<file path="src/rtl/reg_piso_pkg.sv">
// reg_piso_pkg: shared definitions for the reg_piso parallel-in/serial-out block.
//   state_e  : FSM state encoding (ST_IDLE, ST_SHIFT)
//   cnt_w()  : bit-counter width, max(1, clog2(DATA_W))
package reg_piso_pkg;

    typedef enum logic {
        ST_IDLE  = 1'b0,
        ST_SHIFT = 1'b1
    } state_e;

    function automatic int cnt_w(input int w);
        return (w <= 1) ? 1 : $clog2(w);
    endfunction

endpackage

</file>
<file path="src/rtl/piso_bit_counter.sv">
// piso_bit_counter: bit-position counter for reg_piso.
// Enabled, synchronously reset up-counter with clear.
// It saturates at DATA_W-1 and never wraps.
//   clk_i  : clock
//   rst_i  : synchronous active-high reset (count -> 0), overrides en_i
//   en_i   : clock enable
//   clr_i  : clear to 0 (takes priority over inc_i)
//   inc_i  : advance by one unless already at terminal count
//   tc_o   : count == DATA_W-1
module piso_bit_counter
    import reg_piso_pkg::*;
#(
    parameter int DATA_W = 8,
    parameter int CNT_W  = cnt_w(DATA_W)
) (
    input  logic clk_i,
    input  logic rst_i,
    input  logic en_i,
    input  logic clr_i,
    input  logic inc_i,
    output logic tc_o
);

    localparam logic [CNT_W-1:0] TC_VAL = CNT_W'(DATA_W - 1);

    logic [CNT_W-1:0] cnt_q;
    logic [CNT_W-1:0] cnt_d;

    assign tc_o = (cnt_q == TC_VAL);

    always_comb begin
        cnt_d = cnt_q;
        if (clr_i) begin
            cnt_d = '0;
        end else if (inc_i && !tc_o) begin
            cnt_d = cnt_q + 1'b1;
        end
    end

    always_ff @(posedge clk_i) begin
        if (rst_i) begin
            cnt_q <= '0;
        end else if (en_i) begin
            cnt_q <= cnt_d;
        end
    end

endmodule

</file>
<file path="src/rtl/reg_piso.sv">
// reg_piso: parallel-in / serial-out reader for a stored register word.
// A DATA_W word is accepted over a valid/ready load handshake. It is then
// shifted out one bit per accepted serial transfer, with last_o marking the
// final bit.
// Default order is LSB-first. Define REG_PISO_MSB_FIRST_EN for MSB-first.
// Ports:
//   clk_i, rst_i (sync, active-high, overrides en_i), en_i (clock enable)
//   load_valid_i / load_ready_o / load_data_i : parallel load handshake
//   bit_valid_o / bit_ready_i / bit_o / last_o : serial output handshake
//   busy_o : word in flight
//
// state    | meaning
// ---------+-----------------------------------------------------------
// ST_IDLE  | no word held; ready for a load once out of reset
// ST_SHIFT | word held; presenting bit at current position, awaiting ready
module reg_piso
    import reg_piso_pkg::*;
#(
    parameter int              DATA_W  = 8,
    parameter logic [DATA_W-1:0] RST_VAL = {DATA_W{1'b0}}
) (
    input  logic              clk_i,
    input  logic              rst_i,
    input  logic              en_i,
    input  logic              load_valid_i,
    output logic              load_ready_o,
    input  logic [DATA_W-1:0] load_data_i,
    output logic              bit_valid_o,
    input  logic              bit_ready_i,
    output logic              bit_o,
    output logic              last_o,
    output logic              busy_o
);

    state_e            state_q, state_d;
    logic [DATA_W-1:0] shreg_q, shreg_d;
    logic              ready_q, ready_d;
    logic              cnt_tc;
    logic              load_fire;
    logic              bit_fire;

    // ready_q is held low through reset and rises on the first enabled edge
    // after it. Loads are gated on ready_q, so a word offered during reset
    // waits for that edge.
    assign load_fire = load_valid_i & ready_q & en_i;
    assign bit_fire  = (state_q == ST_SHIFT) & bit_ready_i & en_i;

    piso_bit_counter #(
        .DATA_W(DATA_W)
    ) u_cnt (
        .clk_i(clk_i),
        .rst_i(rst_i),
        .en_i (en_i),
        .clr_i(load_fire),
        .inc_i(bit_fire),
        .tc_o (cnt_tc)
    );

    always_comb begin
        state_d = state_q;
        shreg_d = shreg_q;
        case (state_q)
            ST_IDLE: begin
                if (load_fire) begin
                    shreg_d = load_data_i;
                    state_d = ST_SHIFT;
                end
            end
            ST_SHIFT: begin
                if (bit_fire) begin
`ifdef REG_PISO_MSB_FIRST_EN
                    shreg_d = shreg_q << 1;
`else
                    shreg_d = shreg_q >> 1;
`endif
                    if (cnt_tc) begin
                        state_d = ST_IDLE;
                    end
                end
            end
            default: state_d = ST_IDLE;
        endcase
        ready_d = (state_d == ST_IDLE);
    end

    always_ff @(posedge clk_i) begin
        if (rst_i) begin
            state_q <= ST_IDLE;
            shreg_q <= RST_VAL;
            ready_q <= 1'b0;
        end else if (en_i) begin
            state_q <= state_d;
            shreg_q <= shreg_d;
            ready_q <= ready_d;
        end
    end

    assign load_ready_o = ready_q;
    assign bit_valid_o  = (state_q == ST_SHIFT);
    assign busy_o       = (state_q == ST_SHIFT);
    assign last_o       = (state_q == ST_SHIFT) & cnt_tc;
`ifdef REG_PISO_MSB_FIRST_EN
    assign bit_o        = shreg_q[DATA_W-1];
`else
    assign bit_o        = shreg_q[0];
`endif

endmodule

</file>
<file path="config.mk">
export PLATFORM = sky130hd
export DESIGN_NAME = reg_piso
export DESIGN_NICKNAME = d
export VERILOG_FILES = /design/src/rtl/reg_piso_pkg.sv /design/src/rtl/piso_bit_counter.sv /design/src/rtl/reg_piso.sv
export SDC_FILE = /design/constraint.sdc
export NUM_CORES = 1
export LEC_CHECK = 0
export ABC_CLOCK_PERIOD_IN_PS = 2510
export BUFFER_PORTS_ARGS = -buffer_cell sky130_fd_sc_hd__buf_4
export CORE_AREA = 2 2 39 41
export CTS_BUF_LIST = sky130_fd_sc_hd__clkbuf_16
export DETAILED_ROUTE_END_ITERATION = 10
export DIE_AREA = 0 0 41 43
export GPL_ROUTABILITY_DRIVEN = 0
export GPL_TIMING_DRIVEN = 0
export PLACE_DENSITY = 0.76
export SLEW_MARGIN = 20
export SYNTH_ARGS = -nofsm -noshare
export SYNTH_HDL_FRONTEND = slang
export SYNTH_SLANG_ARGS = --single-unit
export TNS_END_PERCENT = 20
</file>
<file path="constraint.sdc">
create_clock -name clk_i -period 2.51 [get_ports clk_i]
set_input_delay 0.251 -clock clk_i [delete_from_list [all_inputs] [get_ports clk_i]]
set_output_delay 0.251 -clock clk_i [all_outputs]
set_load 0.02 [all_outputs]
</file>
### Word-level counts from Yosys, hierarchy flattened

Index checks and enable logic that the tools add are counted.

* add/sub/neg operators: 1
* equality and inequality tests: 3
* mux-type cells: 9
* bitwise gates (word level): 7
* reduce and logical (&&, ||, !) cells: 5

Operators by type and width (number)
* 8-bit two-way mux: 2
* 8-bit case mux with 2 select lines: 1
* 3-bit two-way mux: 2
* 1-bit bitwise AND: 5
* 3-bit by 1-bit adder with 3-bit output, second input constant: 1
* 3-bit equality test, second input constant: 1
* 1-bit two-way mux: 3
* 3-bit AND reduction: 1
* 2-bit by 1-bit inequality test with 1-bit output, second input constant: 1
* 2-bit inequality test, second input constant: 1
* 1-bit NOT: 2
* 1-bit case mux with 2 select lines: 1
* 2-bit AND reduction: 1
* 2-bit nonzero test: 1
* 1-bit logical AND: 1
* 1-bit zero test: 1

* flip-flop bits (word level): 13
* input bits: 13
* output and inout port bits: 5
* logic and storage cells: 29

### Logic depth before layout (Yosys ltp)

Gate-level depths: netlist of run 1.

* word-level depth: 5
* gate-level depth with buffers: 5
* mapped depth without buffers: 5

### Modules after synthesis

A second synthesis of run 1 with hierarchy kept.

* cells, all modules: 70
* area total of the unflattened synthesis: 694.4 µm²

Modules (own cells, without submodules)
* reg_piso: instances 1, cells each 52, area each 521.8 µm², sequential area each 200.2 µm²
* piso_bit_counter: instances 1, cells each 18, area each 172.7 µm², sequential area each 60.1 µm²

### Worst setup path after synthesis of run 1

No wires, ideal clock.

* kind: register -> register
* start point: reg state_q, in the netlist bit_valid_o
* end point: reg shreg_q[0]
* setup time: 0.080 ns
* arrival time: 1.214 ns
* data required time: 2.430 ns
* setup slack: 1.216 ns
* stages on the path, launching flop included: 5
* path buffers: 1
* period minus slack after synthesis: 1.294 ns
* cells stage by stage: dfxtp_1 -> and4b_1 -> or2_1 -> buf_6 -> a211oi_2

* longest elaborated chain between the ends: 4
* elaborated cells on any way between the ends: 7
* classes of those cells: eq/ne: 2; mux: 1; bitwise: 3; reduce/logical: 1

RTL lines
* from (decl): line reg_piso.sv:35 `state_e state_q, state_d;`
* from (signal assigned): line reg_piso.sv:92 `state_q <= state_d;`
* 1-bit bitwise AND (2 in series): line reg_piso.sv:46 `assign bit_fire = (state_q == ST_SHIFT) & bit_ready_i & en_i;`
* 2-bit by 1-bit inequality test with 1-bit output (no line)
* 3-bit AND reduction (no line)
* to (signal assigned): line reg_piso.sv:93 `shreg_q <= shreg_d;`
* to (decl): line reg_piso.sv:36 `logic [DATA_W-1:0] shreg_q, shreg_d;`

Several ways; a longest one is shown, not always the timed one.
A chain may end at the register's enable or synchronous reset.

### Worst setup path in the final report of run 1

* start point: reg u_cnt.cnt_q[0]
* end point: out last_o

* longest elaborated chain between the ends: 2

RTL lines
* from (decl): line piso_bit_counter.sv:26 `logic [CNT_W-1:0] cnt_q;`
* from (signal assigned): line piso_bit_counter.sv:44 `cnt_q <= cnt_d;`
* 3-bit equality test: line piso_bit_counter.sv:29 `assign tc_o = (cnt_q == TC_VAL);`
* 1-bit bitwise AND: line reg_piso.sv:101 `assign last_o = (state_q == ST_SHIFT) & cnt_tc;`
* to (decl): line reg_piso.sv:31 `output logic last_o,`

No other way between the ends.

==> results of run 1 <==
kinds of logic (layout without fill, tap and decap cells):
group | Yosys count | after routing
and+or+nand+nor | 22 | 22
xor gates and xnor gates | 1 | 1
DFF | 13 | 13
buffers and inverters | 6 | 27
adders and majority gates | 2 | 2
muxes | 9 | 9
AOI/OAI and AO/OA | 11 | 11
report_power, final:
part           internal, mW  leakage (nW)  switching, mW
registers             0.217         0.106        0.00606
clock network         0.209        0.0423         0.0806
logic                0.0380         0.236         0.0344
total                 0.464         0.384          0.121
routing by layer:
layer	vias up	share of wire (%)	global-route usage, %
met2	15	49	26.3
met4	0	1.3	8.00
met5	-	0	0
met3	4	6.0	4.71
li1	277	-	-
met1	250	44	19.0
worst max-delay path by stage:
| stage | from | to | slack (ps) | cells after the start |
|---|---|---|---|---|
| 4_1_cts | u_cnt.cnt_q[0] | last_o | 970 | 4 |
| 2_1_floorplan | bit_valid_o | shreg_q[0] | 1220 | 4 |
| 6_report | u_cnt.cnt_q[0] | last_o | 980 | 4 |
| 3_5_place_dp | u_cnt.cnt_q[0] | u_cnt.cnt_q[1] | 1140 | 5 |
| 5_1_grt | bit_valid_o | last_o | 940 | 3 |
| 3_3_place_gp | u_cnt.cnt_q[0] | u_cnt.cnt_q[2] | 1140 | 5 |
critical path, stage by stage, from the launching register on:
cell and delay, ps:
dfxtp_1 320, ha_1 200, ha_1 210, and2_1 170
buf_4 150
layout by cell type, fill, tap and decap left out, drive strengths merged:
master and instances:
and3 1, clkbuf 4, nor2 5, or2 1
and4b 1, xor2 1, nor4 1, o21ai 1
nand4b 1, nand2 1, nand2b 1, inv 1
ha 2, a31o 1, mux2i 9, and2 1
nand3 1, a21oi 2, nand3b 1, a211oi 7
nor3 7, dfxtp 13, buf 22
metrics by stage:
stage / cell area, sq um / util (%) / hold WS (ps)
CTS: 886 / 64.0 / 263
finish: 886 / 64.0 / 265
global route: 886 / 64.0 / 262
detailed placement: 807 / 58.3 / 476
floorplan: 659 / - / 402
global placement: 807 / 58.3 / 460
state kept, by name, summed over array words and instances, names as in the netlist:
name,count
load_ready_o,1
shreg_q,8
u_cnt.cnt_q,3
bit_valid_o,1
final cells by class:
class	count	area, sq um	share of cell area (%)
repair buffers	17	128	14.4
clock inverters	1	3.75	0.424
clock buffers	3	75.1	8.47
plain buffers	6	43.8	4.94
well taps	16	20.0	2.26
multi-input cells	45	355	40.1
flip-flops and latches	13	260	29.4
==> impl_metrics.ini, run 1 <==
[floorplanning]
die_w_microns = 41
dieArea_sq_um = 1760
die_y_microns = 43
coreArea_sq_um = 1380
pin_count = 18
initial_core_util_pct = 47.6
num_rows = 14

[yosys]
syn_area_sq_um = 659
synth_xor_area_share_pct = 1.33
synth_edf_count = 0
synth-async-reset-ratio_pct = 0
yosys.area_share.simple_pct = 18.2
ys_types = 24
synthMuxAreaShare_pct = 13.7
synth.largest_area_cell = dfxtp_1
ys_seq_area_share_pct = 39.5
ys_seq_elements = 13
ys.flop_type = dfxtp_1
yosys.cell_count.top_type = dfxtp_1
syn-num-nets = 79
synth_compound_area_share_pct = 16.9
synth_area_per_cell_sq_um = 10.3
yosys-top-cells-count = dfxtp_1, mux2i_1, a211oi_2, nor3_1, nor2_1
yosysWarnings = 0
synth_area_leaders = dfxtp_1, mux2i_1, a211oi_2
synth_top_area_share_pct = 39.5
synthCells = 64
synth_top_family_by_area = simple AND/OR/NAND/NOR gates
synthAdderAreaFrac_pct = 3.80

[power_and_ir_drop]
vdd_ir_drop_max_v = 0.000372
power_density_nw_per_um2 = 661
power_uw = 585
p_leak_nw = 0.384

[clock_tree]
path_clk_slew_ps = 40
cts_tree = built
postCtsHoldBufs = 0
clkLatencyLatePin_ps = 240
htree_levels = 1
ctsResizeCount = 0
numCtsBuffers = 3
cts_setup_buffers = 0
cts-root-buf = clkbuf_16
cts_buffer_depth = 2
cts_sinks = 13

[timing]
drv_slew = 0
rsz0062_at_grt = false
post-route-period-util_pct = 61.1
min_period_ps = 1530
clock.fmax_ghz = 0.652
timing.final.ws_setup_ps = 976
fin_worst_skew_ps = 0.709
fin_setup_tns_ps = 0
worst_pin_slew_ps = 567
setup_viol = 0
hold_viol = 0
max-slew-margin-rel_pct = 62.2

[drt]
drc_errors = 0
vias_per_cell = 5.41
postRouteAntennaNets = 0
drt_iter0_drc = 1
wire_per_inst_microns = 11.9
vias = 546
firstDrtPassIters = 4
drt-total-wl_microns = 1200

[finish]
fin_nets = 101
areaGrowthSynthToFinish_pct = 34.3
fin_cells = 101
fillers = 115
drive_above_1_share_pct = 38.8
n_antenna_cell = 0

[placement]
pre_cts_slack_ps = 1140
portBuffers = 17
dp_cells = 97
hpwl_microns = 920

[global_routing]
grt_pass1_wl_microns = 1970
grt_start_max_net_pins = 11
gr-usage-all-layers_pct = 16.5
antenna_found_initial = 0
grt-ovfl-total = 0
grt_pass1_vias = 506

[job]
drv_cap = 0

[setup_path]
required_ps = 2260
path_class = flop to output pin
rrSetupSlack_ps = 1130
r2r-start = u_cnt.cnt_q[0]
critPathMaxFanout = 4
rr_worst_depth = 5
worstPathArrival_ps = 1280
cp-end-kind = output pin
r2r_end = u_cnt.cnt_q[2]
cp-start-kind = flop

[hold_path]
min_to = shreg_q[7]
worstHoldPathType = input port to flop
hold_depth = 3
min_from = load_data_i[7]

[status]
status = finished, final reports clean
No activity file was read; power rests on OpenSTA's default activity.
==> run 2: changes to the inputs <==
--- a/config.mk
+++ b/config.mk
@@ -5,15 +5,15 @@
 export SDC_FILE = /design/constraint.sdc
 export NUM_CORES = 1
 export LEC_CHECK = 0
-export ABC_CLOCK_PERIOD_IN_PS = 2510
+export ABC_CLOCK_PERIOD_IN_PS = 1500
 export BUFFER_PORTS_ARGS = -buffer_cell sky130_fd_sc_hd__buf_4
-export CORE_AREA = 2 2 39 41
+export CORE_MARGIN = 2
+export CORE_UTILIZATION = 49
 export CTS_BUF_LIST = sky130_fd_sc_hd__clkbuf_16
 export DETAILED_ROUTE_END_ITERATION = 10
-export DIE_AREA = 0 0 41 43
 export GPL_ROUTABILITY_DRIVEN = 0
 export GPL_TIMING_DRIVEN = 0
-export PLACE_DENSITY = 0.76
+export PLACE_DENSITY = 0.75
 export SLEW_MARGIN = 20
 export SYNTH_ARGS = -nofsm -noshare
 export SYNTH_HDL_FRONTEND = slang
==> constraint.sdc (replaced) <==
create_clock -name clk_i -period 1.5 [get_ports clk_i]
set_input_delay 0.15 -clock clk_i [delete_from_list [all_inputs] [get_ports clk_i]]
set_output_delay 0.15 -clock clk_i [all_outputs]
set_load 0.02 [all_outputs]
==> run 2 against run 1 <==
Sequential power increased by 67%; largest power group unchanged; critical endpoint unchanged; sequential cell count unchanged; critical path type unchanged; routed wire length increased by 9.4%; highest routed layer unchanged.
==> impl_metrics.ini, run 2 (synthesis gave the netlist of run 1 again) <==
[drt]
firstDrtPassIters = 4
drt-total-wl_microns = 1320
drt_iter0_drc = 6
wire_per_inst_microns = 13.2
vias = 531
vias_per_cell = 5.31
postRouteAntennaNets = 0
drc_errors = 0

[finish]
seq_area_sq_um = 260
fillers = 103
fin_nets = 101
areaGrowthSynthToFinish_pct = 34.5
final_cell_mix = buf_4, dfxtp_1, mux2i_1
multi_input_area_sq_um = 355
final_common_cell = buf_4
largest_reg_flops = 8
n_antenna_cell = 0
drive_above_1_share_pct = 38.8
fin_area_sq_um = 887
largest_register = shreg_q
reg_top3 = shreg_q (8), u_cnt.cnt_q (3)

[power_and_ir_drop]
vdd_ir_drop_max_v = 0.000874
p_leak_nw = 0.383
power_density_nw_per_um2 = 1120
power_uw = 990

[floorplanning]
die_y_microns = 40.7
num_rows = 13
coreArea_sq_um = 1280
initial_core_util_pct = 51.3
pin_count = 18
die_w_microns = 40.7
dieArea_sq_um = 1660

[job]
drv_cap = 0

[clock_tree]
cts_setup_buffers = 0
htree_levels = 1
cts_buffer_depth = 2
cts_tree = built
cts_sinks = 13
path_clk_slew_ps = 50
numCtsBuffers = 3
clkLatencyLatePin_ps = 240
cts-root-buf = clkbuf_16

[setup_path]
required_ps = 1350
cp-start-kind = flop
critPathMaxFanout = 4
cp-end-kind = output pin
path_class = flop to output pin
worstPathArrival_ps = 1280
rrSetupSlack_ps = 130

[placement]
place_area_sq_um = 806
pre_cts_slack_ps = 127
portBuffers = 17
hpwl_microns = 946

[status]
status = finished, final reports clean

[global_routing]
grt_start_max_net_pins = 11
gr-usage-all-layers_pct = 19.7
grt_pass1_wl_microns = 2020
grt_pass1_vias = 482
antenna_found_initial = 0
grt-ovfl-total = 0

[timing]
setup_viol = 0
post-route-period-util_pct = 95.6
timing.final.ws_setup_ps = 66.0
min_period_ps = 1430
rsz0062_at_grt = false
max-slew-margin-rel_pct = 58.4
fin_worst_skew_ps = 2.72
worst_pin_slew_ps = 624
fin_setup_tns_ps = 0
clock.fmax_ghz = 0.697
drv_slew = 0
hold_viol = 0

[hold_path]
worstHoldPathType = input port to flop
run 2: changes by cell type in the layout (fill, tap and decap cells not counted):
cell	previous run	this run
buf_2	2	1
clkbuf_4	0	1
run 2: final cells by class:
type / count / area share [%]
multi-input combinational: 45 / 40.1
sequential: 13 / 29.3
timing repair buffer: 17 / 14.4
clock buffer: 3 / 8.46
buffer: 6 / 5.22
tap: 15 / 2.12
clock inverter: 1 / 0.423
run 2: metrics by stage:
stage | util, % | hold slack, ps | cells
after global routing | 69.0 | 229 | 100
after floorplan | - | 301 | 64
after CTS | 68.8 | 190 | 100
final | 69.0 | 181 | 100
after global placement | 62.7 | 392 | 96
after detailed placement | 62.7 | 406 | 96
run 2: final timing paths:
kind,startpoint,cells past startpoint,to
setup / recovery,u_cnt.cnt_q[0],4,last_o
hold / removal,load_data_i[7],3,shreg_q[7]
setup reg to reg,u_cnt.cnt_q[0],5,u_cnt.cnt_q[2]
hold reg to reg,shreg_q[7],2,shreg_q[7]
run 2: repair_timing:
| action | CTS | global route |
|---|---|---|
| hold buffers | 0 | 0 |
| endpoints found under the setup margin | 0 | 1 |
| gates resized for setup | 0 | 1 |
run 2: layer usage:
layer | share of wire [%] | GRT usage (%) | up-vias
met5 | 0 | 0 | -
met4 | 0.84 | 12.5 | 0
met2 | 53 | 34.5 | 9
met1 | 41 | 19.9 | 243
met3 | 4.9 | 6.52 | 2
li1 | - | - | 277
run 2: critical path, cell delays in order, from the launching register on:
cell and delay [ps]:
dfxtp_1 310, ha_1 200, ha_1 210, and2_1 160
buf_4 150
run 2: power breakdown:
part           internal [mW]  switching, mW  total, mW
registers              0.363         0.0107      0.373
logic                 0.0642         0.0579      0.122
clock network          0.351          0.144      0.495
total                  0.778          0.212      0.990
